**config.mk**
```make
export PLATFORM = sky130hd
export DESIGN_NAME = fluorescence_acq_sequencer
export DESIGN_NICKNAME = d
export VERILOG_FILES = /design/src/rtl/fluorescence_acq_sequencer.sv
export SDC_FILE = /design/constraint.sdc
export NUM_CORES = 1
export LEC_CHECK = 0
export BUFFER_PORTS_ARGS = -buffer_cell sky130_fd_sc_hd__buf_2
export CORE_ASPECT_RATIO = 1.25
export CORE_MARGIN = 2
export CORE_UTILIZATION = 33
export DETAILED_ROUTE_END_ITERATION = 8
export GPL_ROUTABILITY_DRIVEN = 0
export PLACE_DENSITY = 0.55
export REMOVE_ABC_BUFFERS = 1
export SYNTH_ARGS = -nofsm -noshare
export SYNTH_HDL_FRONTEND = slang
export SYNTH_SLANG_ARGS = --single-unit
```
**constraint.sdc**
```tcl
create_clock -name clock_50_mhz -period 10.15 [get_ports clock_50_mhz]
set_input_delay 2.03 -clock clock_50_mhz [delete_from_list [all_inputs] [get_ports clock_50_mhz]]
set_output_delay 2.03 -clock clock_50_mhz [all_outputs]
set_load 0.01 [all_outputs]
```
**src/rtl/fluorescence_acq_sequencer.sv**
```systemverilog
// fluorescence_acq_sequencer
// Lock-in acquisition controller for the PMT photon-counting path. It toggles
// the light source every half-period, blanks the first cycles of each
// half-period and counts pulse events into add (light on) or sub (light off).
// At each frame end the signed difference is handed out over valid/ready.
// Optional macro: FLUOR_SEQ_SATURATE_EN makes the counters saturate instead of
// wrapping, and an event at saturation sets overrun.
module fluorescence_acq_sequencer #(
  parameter int CNT_W    = 32,
  parameter int PERIOD_W = 32,
  parameter int HP_W     = 16
) (
  input  logic                clock_50_mhz,
  input  logic                reset,
  input  logic                start,
  input  logic                stop,
  input  logic [PERIOD_W-1:0] half_period,
  input  logic [PERIOD_W-1:0] blank_cycles,
  input  logic [HP_W-1:0]     half_periods_per_frame,
  input  logic                pulse_event,
  output logic                light_source_pin,
  output logic                counting,
  output logic                busy,
  output logic                cfg_error,
  output logic                result_valid,
  input  logic                result_ready,
  output logic [CNT_W-1:0]    result_value,
  output logic [CNT_W-1:0]    add_total,
  output logic [CNT_W-1:0]    sub_total,
  output logic                overrun
);

  typedef enum logic [1:0] {IDLE, BLANK, COUNT} state_t;

  state_t                     state, state_next;
  logic [PERIOD_W-1:0]        half_q, blank_q, cyc;
  logic [HP_W-1:0]            hpf_q, hp_idx;
  logic                       stop_pend;
  logic [CNT_W-1:0]           add_cnt, sub_cnt, add_sum, sub_sum;
  logic signed [CNT_W-1:0]    diff;
  logic                       cfg_ok, hp_end, frame_end, add_inc, sub_inc;
  logic                       sat_hit, load_result, stalled;

  // Counter increment; saturating or wrapping depending on the build.
  function automatic logic [CNT_W-1:0] bump(input logic [CNT_W-1:0] v, input logic inc);
`ifdef FLUOR_SEQ_SATURATE_EN
    if (inc && (v != {CNT_W{1'b1}})) return v + CNT_W'(1);
    return v;
`else
    return v + CNT_W'(inc);
`endif
  endfunction

  assign cfg_ok = (half_period >= PERIOD_W'(2)) && (blank_cycles < half_period) &&
                  !half_periods_per_frame[0] && (half_periods_per_frame >= HP_W'(2));

  assign counting  = (state == COUNT);
  assign busy      = (state != IDLE);
  assign hp_end    = busy && (cyc == half_q - PERIOD_W'(1));
  assign frame_end = hp_end && (hp_idx == hpf_q - HP_W'(1));
  assign add_inc   = counting && pulse_event && light_source_pin;
  assign sub_inc   = counting && pulse_event && !light_source_pin;
  assign add_sum   = bump(add_cnt, add_inc);
  assign sub_sum   = bump(sub_cnt, sub_inc);
  assign diff      = $signed(add_sum) - $signed(sub_sum);
  assign stalled   = result_valid && !result_ready;
  assign load_result = frame_end && !stalled;

`ifdef FLUOR_SEQ_SATURATE_EN
  assign sat_hit = (add_inc && (add_cnt == {CNT_W{1'b1}})) ||
                   (sub_inc && (sub_cnt == {CNT_W{1'b1}}));
`else
  assign sat_hit = 1'b0;
`endif

  // Next-state logic: blanking window, counting window, frame/stop handling.
  always_comb begin
    state_next = state;
    case (state)
      IDLE:  if (start && cfg_ok) state_next = (blank_cycles == '0) ? COUNT : BLANK;
      BLANK: if (cyc == blank_q - PERIOD_W'(1)) state_next = COUNT;
      COUNT: if (hp_end) begin
               if (frame_end && (stop_pend || stop)) state_next = IDLE;
               else state_next = (blank_q == '0) ? COUNT : BLANK;
             end
      default: state_next = IDLE;
    endcase
  end

  // State register.
  always_ff @(posedge clock_50_mhz) begin
    if (reset) state <= IDLE;
    else       state <= state_next;
  end

  // Timing counters, light phase, config latch and photon counters.
  always_ff @(posedge clock_50_mhz) begin
    if (reset) begin
      half_q <= '0; blank_q <= '0; hpf_q <= '0;
      cyc <= '0; hp_idx <= '0; light_source_pin <= 1'b0; stop_pend <= 1'b0;
      add_cnt <= '0; sub_cnt <= '0; cfg_error <= 1'b0;
    end else begin
      cfg_error <= (state == IDLE) && start && !cfg_ok;
      if (state == IDLE) begin
        cyc <= '0; hp_idx <= '0; stop_pend <= 1'b0;
        add_cnt <= '0; sub_cnt <= '0;
        if (start && cfg_ok) begin
          half_q <= half_period; blank_q <= blank_cycles; hpf_q <= half_periods_per_frame;
          light_source_pin <= 1'b1;
        end else begin
          light_source_pin <= 1'b0;
        end
      end else begin
        if (hp_end) begin
          cyc <= '0;
          if (frame_end) begin
            hp_idx <= '0;
            light_source_pin <= !(stop_pend || stop);
          end else begin
            hp_idx <= hp_idx + HP_W'(1);
            light_source_pin <= !light_source_pin;
          end
        end else begin
          cyc <= cyc + PERIOD_W'(1);
        end
        if (frame_end) begin
          stop_pend <= 1'b0;
          add_cnt <= '0; sub_cnt <= '0;
        end else begin
          if (stop) stop_pend <= 1'b1;
          add_cnt <= add_sum; sub_cnt <= sub_sum;
        end
      end
    end
  end

  // Result handshake; a frame ending against a stalled result is dropped.
  always_ff @(posedge clock_50_mhz) begin
    if (reset) begin
      result_valid <= 1'b0; result_value <= '0;
      add_total <= '0; sub_total <= '0; overrun <= 1'b0;
    end else begin
      if (load_result) begin
        result_valid <= 1'b1;
        add_total    <= add_sum;
        sub_total    <= sub_sum;
        result_value <= diff;
      end else if (result_valid && result_ready) begin
        result_valid <= 1'b0;
      end
      if ((frame_end && stalled) || sat_hit) overrun <= 1'b1;
    end
  end

endmodule

```
Yosys cells after proc, flatten, opt, wreduce, memory -nomap -nowiden
Cells that the tools add are included.
Word-level totals
  memories: 0
  word-level logic and storage cells: 83
  output and inout bits: 102
  bits in latches: 0
  bits in read-only memories: 0
  bits in registers: 295
  bits of input ports: 86
  memory bits (writable): 0
Operators by class
  add/sub/neg operators: 8
  reductions and logical operators: 34
  eq/ne operators: 8
  shift operators: 0
  order comparisons: 3
  div/mod/pow operators: 0
  mux-type cells: 14
  multiply operators: 0
  bitwise logic cells: 0
Operators by type and width (count)
  adder 32 x 1 -> 32 bit: 2
  == test 32 bit: 2
  zero test 32 bit: 2
  subtractor 32 x 1 -> 32 bit, second input constant: 2
  adder 32 x 1 -> 32 bit, second input constant: 1
  >= comparator 32 x 2 -> 1 bit, second input constant: 1
  less-than comparator 32 bit: 1
  subtractor 32 bit: 1
  adder 16 x 1 -> 16 bit, second input constant: 1
  == test 16 bit: 1
  >= comparator 16 x 2 -> 1 bit, second input constant: 1
  logical AND 1 bit: 16
  2-to-1 mux 16 bit: 1
  subtractor 16 x 1 -> 16 bit, second input constant: 1
  2-to-1 mux 2 bit: 6
  zero test 1 bit: 6
  2-to-1 mux 1 bit: 6
  case mux 2 bit (3 select lines): 1
  nonzero test 2 bit: 3
  OR reduction 3 bit: 2
  != test 2 bit, second input constant: 2
  AND reduction 3 bit: 1
  == test 2 x 1 -> 1 bit, second input constant: 1
  == test 2 bit, second input constant: 1
  5 further kinds: 5

Logic depth before layout (Yosys ltp)
Gate-level depths: netlist (run 1).
  depth in word-level cells: 8
  mapped depth: 21
  depth with buffers taken out: 20

Worst setup path after synthesis (run 1)
Ideal clock, no wire load.
  path type: input-to-reg
  start point: input port pulse_event
  end point: register result_value[29]
  arrival time: 5.252 ns
  required time: 10.030 ns
  stages: 19
  path buffers: 1
  setup slack: 4.778 ns
  setup time: 0.120 ns
  path through: and3_1 -> ha_1 -> ha_1 -> nand3_1 -> nor3_1 -> nand4_1 -> xnor2_1 -> ha_1 -> clkbuf_1 -> a21oi_1 -> o221ai_1 -> a21oi_1 -> nor2_1 -> a21oi_1 -> nand4_1 -> a31o_2 -> a21oi_1 -> xor2_1 -> o21ai_1
On the way
  cells in the longest elaborated chain, start to end: 4
  elaborated cells between the ends (all ways): 6
  those cells by class: add/sub (3); reduce/logical (3)
RTL lines
  start, declared: RTL line 20  | input logic pulse_event,
  logical AND 1 bit (2 in series): RTL line 61  | assign add_inc = counting && pulse_event && light_source_pin;
  adder 32 x 1 -> 32 bit: RTL line 50  | return v + CNT_W'(inc);
  named net add_sum[16]: RTL line 39  | logic [CNT_W-1:0] add_cnt, sub_cnt, add_sum, sub_sum;
  subtractor 32 bit: RTL line 65  | assign diff = $signed(add_sum) - $signed(sub_sum);
  end signal, assigned: RTL line 147  | result_value <= diff;
  end, declared: RTL line 27  | output logic [CNT_W-1:0] result_value,
The timed path passes the listed nets, and every way through them passes these cells.
A chain may end at the register's enable or synchronous reset.

Worst setup path after layout (run 1)
  start point: input port pulse_event
  end point: register result_value[30]
The elaborated chain is that of the path after synthesis.

==> impl_metrics.yaml, run 1 <==
global_routing:
  antenna_found_initial: 1
  grt_max_degree: 91
  grt_pass1_wl_um: 75600
  grt.total_usage: 0.185
  grt_remaining_overflow: 0
  grt_pass1_vias: 14000
floorplan:
  start_util: 0.333
  dieHeight_um: 253
  die_area_um2: 51400
  num_rows: 91
  die_x_um: 203
  fp.coreArea_um2: 49200
  io_pins: 188
final_layout:
  seqCellArea_um2: 5910
  antenna_cells: 0
  n_fill_cell: 5084
  layout-drive-gt1-share: 0.132
  finalNonFillerCells: 2844
  multi_input_area_um2: 9820
  nNetsFinal: 2326
  syn_to_final_growth_pct: 16.1
routing:
  route.detailed.drc: 0
  ant_nets: 0
  wl_um: 48300
  viasPerCell: 5.10
  dr.pass1.iters: 5
  drt_iter0_drc: 645
  vias: 14500
  post_drt_wl_per_cell_um: 17.0
logic_synthesis:
  muxShareOfSynthArea: 0.0365
  synth_top_area_cell: "dfxtp_1"
  synth_edf_count: 0
  ys_ff_latch: 295
  synth_fa_ha_area_frac: 0.0555
  synthArstFlopShare: 0
  synth_compound_area_frac: 0.115
  syn_inst: 2030
  synth_area_leaders: "dfxtp_1 (36%), xor2_1 (6.8%), nor2_1 (6.2%)"
  yosys-top-cells-count: "dfxtp_1 (295), nor2_1 (272), nand2_1 (235), a21oi_1 (178), xor2_1 (127)"
  synth_ff_type: "dfxtp_1"
  synth_xor_area_frac: 0.125
  synth_top_cell_area_share: 0.361
  yosysUniqueCellTypes: 77
  yosys_warnings: 0
  synth_top_family_by_area: "simple AND/OR/NAND/NOR gates"
  synth-simple-area-share: 0.267
  yosysMostFrequentCell: "dfxtp_1"
  syn_avg_cell_area_um2: 8.06
  yosysSeqAreaShare: 0.361
  synth_area_um2: 16400
power:
  power.density_nw_per_um2: 155
  ir_drop_mv: 0.132
  power.leakage_nw: 7.94
timing:
  relSlewSlack: 0.292
  grt_setup_unrepaired: "false"
  setup_viol: 0
  tightest_slew_ps: 1060
  fin_worst_skew_ps: 28.4
  hold_slack_ps: 444
  max_freq_mhz: 176
  setup_tns_ps: 0
  fin_crit_ps: 5680
  finalMaxSlewViolations: 0
  hold_violations: 0
  fin_crit_sh: 0.560
clocking:
  cts_hold_buffers: 0
  cts_setup_buffers: 0
  htreeDepth: 2
  clkLatencyLatePin_ps: 550
  ctsLongestPathBuffers: 3
  cts_tree: "built"
  root_buffer: "clkbuf_16"
  cts_resized: 0
  clkSinkCount: 295
  clk_pin_slew_ps: 50
  numCtsBuffers: 36
worst_setup_path:
  path_cells: "buf_2 -> and3_1 -> ha_1 -> ha_1 -> nand3_1 -> nor3_1 -> nand2_1 -> xnor2_1 -> ha_1 -> or3_1 -> o211ai_1 -> nand3b_1 -> a31oi_1 -> a31oi_1 -> o21ai_0 -> a21oi_1 -> xor2_1 -> o21ai_0"
  crit_arrival_ps: 6100
  end_kind: "flip-flop"
  critPathRequiredTime_ps: 10570
  critical_path_peak_fanout: 6
  crit_path_top_delay_cell: "nor3_1"
  worstSetupPathType: "input pin to flip-flop"
  crit_path_frequent_cell: "ha_1"
  slowest_delay_ps: 600
  crit_path_start_kind: "input pin"
min_path:
  hp-class: "flip-flop to flip-flop"
job:
  max-cap-violations: 0
placement:
  place_inst: 2781
  port_buffers: 187
  dpl.hpwl_um: 37000
run_status:
  status: "finished clean"
[layout make-up]
type | instances | share of cell area
repair buffers | 193 | 0.0519
inverters | 62 | 0.0122
flip-flops and latches | 295 | 0.311
multi-input cells | 1580 | 0.517
clock inverters | 19 | 0.0132
well taps | 651 | 0.0429
clock buffers | 44 | 0.0523
[worst max-delay path, delay by kind of cell]
kind | cells | cell delay, ps
xor gates and xnor gates | 2 | 500
buffers and inverters | 1 | 90
and+or+nand+nor | 6 | 1580
AOI/OAI and AO/OA | 6 | 1170
adders and majority gates | 3 | 740
[report_power, final]
| part | total (mW) | leakage (nW) | switching [mW] | internal (mW) |
|---|---|---|---|---|
| Clock | 1.36 | 0.597 | 0.530 | 0.827 |
| Sequential | 1.20 | 2.38 | 0.0265 | 1.17 |
| Combinational | 0.382 | 4.96 | 0.227 | 0.155 |
| Total | 2.94 | 7.94 | 0.784 | 2.16 |
[layout by cell type, fill, tap and decap left out, drive strengths merged, types with 47 or more instances in the layout]
cell / netlist / routed
xor2: 127 / 127
dfxtp: 295 / 295
a21oi: 178 / 178
inv: 62 / 62
mux2i: 53 / 53
xnor2: 106 / 106
nand3: 88 / 88
o21ai: 47 / 47
nor2: 273 / 273
nand2: 236 / 236
ha: 71 / 71
buf: 28 / 193
[cell families after synthesis]
kind of cell	Yosys count
xor+xnor	233
simple gates	895
mux	59
buf+inv	155
compound gates	321
flops	295
fa+ha+maj	72
[per-stage QoR]
| step | cell area, um2 | total power, mW | worst slack, ps | utilization |
|---|---|---|---|---|
| 6_report | 19000 | 2.94 | 4470 | 0.386 |
| 5_1_grt | 19000 | 3.07 | 4200 | 0.386 |
| 4_1_cts | 19000 | 2.98 | 4580 | 0.386 |
| 3_5_place_dp | 17800 | 1.61 | 4020 | 0.361 |
| 3_3_place_gp | 17800 | 1.60 | 4070 | 0.361 |
| 2_1_floorplan | 15900 | 1.49 | 2760 | - |
[per-layer routing]
metal / global-route usage / vias to the layer above / routed length (um)
li1: - / 7274 / -
met1: 0.221 / 6801 / 20800
met2: 0.332 / 351 / 23800
met3: 0.0282 / 90 / 1980
met4: 0.0686 / 0 / 1620
met5: 0 / - / 0
[path summary, 6_finish.rpt]
check        slack [ps]  cells past startpoint                            end                  startpoint
max                4470                     18  result_value[30]$_SDFFE_PP0P_                 pulse_event
min                 440                      2     sub_total[18]$_SDFFE_PP0P_  sub_total[18]$_SDFFE_PP0P_
max reg2reg        5040                     18  result_value[30]$_SDFFE_PP0P_       state[1]$_SDFFE_PP0P_
min reg2reg         440                      2     sub_total[18]$_SDFFE_PP0P_  sub_total[18]$_SDFFE_PP0P_
[sequential cells by signal, summed over array words and instances, names as in the netlist, 2 cells and up]
signal        count
add_total        32
half_q           32
cyc              32
add_cnt          32
result_value     32
blank_q          32
sub_cnt          32
hpf_q            16
hp_idx           16
state             2
sub_total        32
(Power assumes the default switching activity.)
==> inputs of run 2 (changes only) <==
PLACE_DENSITY = 0.57   (was 0.55)
clock period = 4.79 ns   (was 10.15 ns; I/O delays follow)
==> run 2 against run 1 <==
Net effect: utilization increased by 0.48 points; critical path depth increased by 1; wire length about the same; setup slack got worse by 4200 ps; clock power increased by 95%; sequential share of layout area decreased by 0.38 points; via count increased by 1.6%; combinational power increased by 120%; register-to-register slack got worse by 4700 ps; sequential power increased by 110%; final cell count increased by 1.3%; design area increased by 1.2%.
==> impl_metrics.yaml, run 2 (synthesis gave the netlist of run 1 again) <==
timing:
  finalMaxSlewViolations: 0
  hold_violations: 0
  fin_crit_sh: 0.939
  hold_slack_ps: 445
  fin_crit_ps: 4500
  grt_setup_unrepaired: "false"
  tightest_slew_ps: 785
  fin_worst_skew_ps: 24.6
  setup_viol: 0
  relSlewSlack: 0.472
  setup_ws_ps: 292
  setup_tns_ps: 0
  max_freq_mhz: 222
routing:
  post_drt_wl_per_cell_um: 16.8
  vias: 14700
  viasPerCell: 5.12
  ant_nets: 0
  dr.pass1.iters: 7
  drt_iter0_drc: 790
  route.detailed.drc: 0
  wl_um: 48300
floorplan:
  num_rows: 91
  fp.coreArea_um2: 49200
  die_area_um2: 51400
  io_pins: 188
  die_x_um: 203
  start_util: 0.333
  dieHeight_um: 253
placement:
  dp_slack_ps: -92.8
  place_inst: 2819
  dpl.hpwl_um: 37400
  port_buffers: 187
  placed_cell_area_um2: 18100
clocking:
  clkLatencyLatePin_ps: 550
  root_buffer: "clkbuf_16"
  cts_tree: "built"
  clkSinkCount: 295
  htreeDepth: 2
  numCtsBuffers: 35
  cts_resized: 0
  cts_setup_buffers: 0
  cts_hold_buffers: 0
  ctsLongestPathBuffers: 3
  clk_pin_slew_ps: 60
final_layout:
  stdcell_area_um2: 19200
  final_cell_mix: "dfxtp_1 (295), nor2_1 (272), nand2_1 (235)"
  layout-drive-gt1-share: 0.145
  utilization: 0.391
  final_common_cell: "dfxtp_1"
  antenna_cells: 0
  finalNonFillerCells: 2882
  syn_to_final_growth_pct: 17.6
  n_fill_cell: 5111
  nNetsFinal: 2363
worst_setup_path:
  crit_path_start_kind: "flip-flop"
  critical_path_peak_fanout: 7
  crit_arrival_ps: 4920
  worstSetupPathType: "flip-flop to flip-flop"
  rr_startpoint: "state[1]$_SDFFE_PP0P_"
  r2r_slack_ps: 290
  r2r_cells: 19
  critPathRequiredTime_ps: 5210
  r2r_end: "result_value[29]$_SDFFE_PP0P_"
  end_kind: "flip-flop"
power:
  finalPower_mw: 6.02
  ir_drop_mv: 0.181
  power.leakage_nw: 8.10
  power.density_nw_per_um2: 313
global_routing:
  grt.total_usage: 0.185
  grt_pass1_wl_um: 75600
  antenna_found_initial: 1
  grt_max_degree: 86
  grt_pass1_vias: 14100
  grt_remaining_overflow: 0
min_path:
  hp-class: "flip-flop to flip-flop"
  min_path_cells: 2
  hold_end: "sub_total[18]$_SDFFE_PP0P_"
  worstHoldStart: "sub_total[18]$_SDFFE_PP0P_"
run_status:
  status: "finished clean"
job:
  max-cap-violations: 0
## run 2: worst max path at each step
stage	startpoint	to	slack, ps	depth (start not counted)
3_5_place_dp	pulse_event	result_value[29]$_SDFFE_PP0P_	-90	18
5_1_grt	state[1]$_SDFFE_PP0P_	result_value[18]$_SDFFE_PP0P_	7	20
6_report	state[1]$_SDFFE_PP0P_	result_value[29]$_SDFFE_PP0P_	290	19
4_1_cts	state[1]$_SDFFE_PP0P_	result_value[29]$_SDFFE_PP0P_	220	19
3_3_place_gp	pulse_event	result_value[29]$_SDFFE_PP0P_	110	17
2_1_floorplan	half_period[19]	hpf_q[0]$_SDFFE_PP0P_	-1520	10
## run 2: layer usage
layer  track usage  wire (um)
met2         0.329      23500
met4        0.0765       1960
met5             0          0
met3        0.0266       2200
met1         0.222      20600
## run 2: worst max-delay path: stages, from the launching register on
cell and delay [ps]:
dfxtp_1 420, nor2b_1 150, buf_4 160, and3_1 170, ha_1 190, ha_1 190
nand3_1 130, or3_1 370, xnor2_2 170, ha_1 360, a2111oi_1 470, a211oi_1 110
o21ai_1 150, nand4b_1 290, nand3_1 210, nand4_1 160, a31o_2 270, a21oi_1 170
xor2_1 160, o21ai_1 70
## run 2: area by class of cell
class | instances | area, um2 | area share
clock buffers | 53 | 1020 | 0.0532
clock inverters | 10 | 114 | 0.00592
inverters | 62 | 233 | 0.0121
multi-input cells | 1580 | 9840 | 0.511
flip-flops and latches | 295 | 5910 | 0.307
well taps | 651 | 815 | 0.0423
repair buffers | 231 | 1310 | 0.0681
## run 2: power breakdown
group	leakage [nW]	internal (mW)	switching [mW]	total [mW]
sequential	2.38	2.49	0.0564	2.55
clock	0.558	1.59	1.07	2.65
combinational	5.16	0.343	0.481	0.823
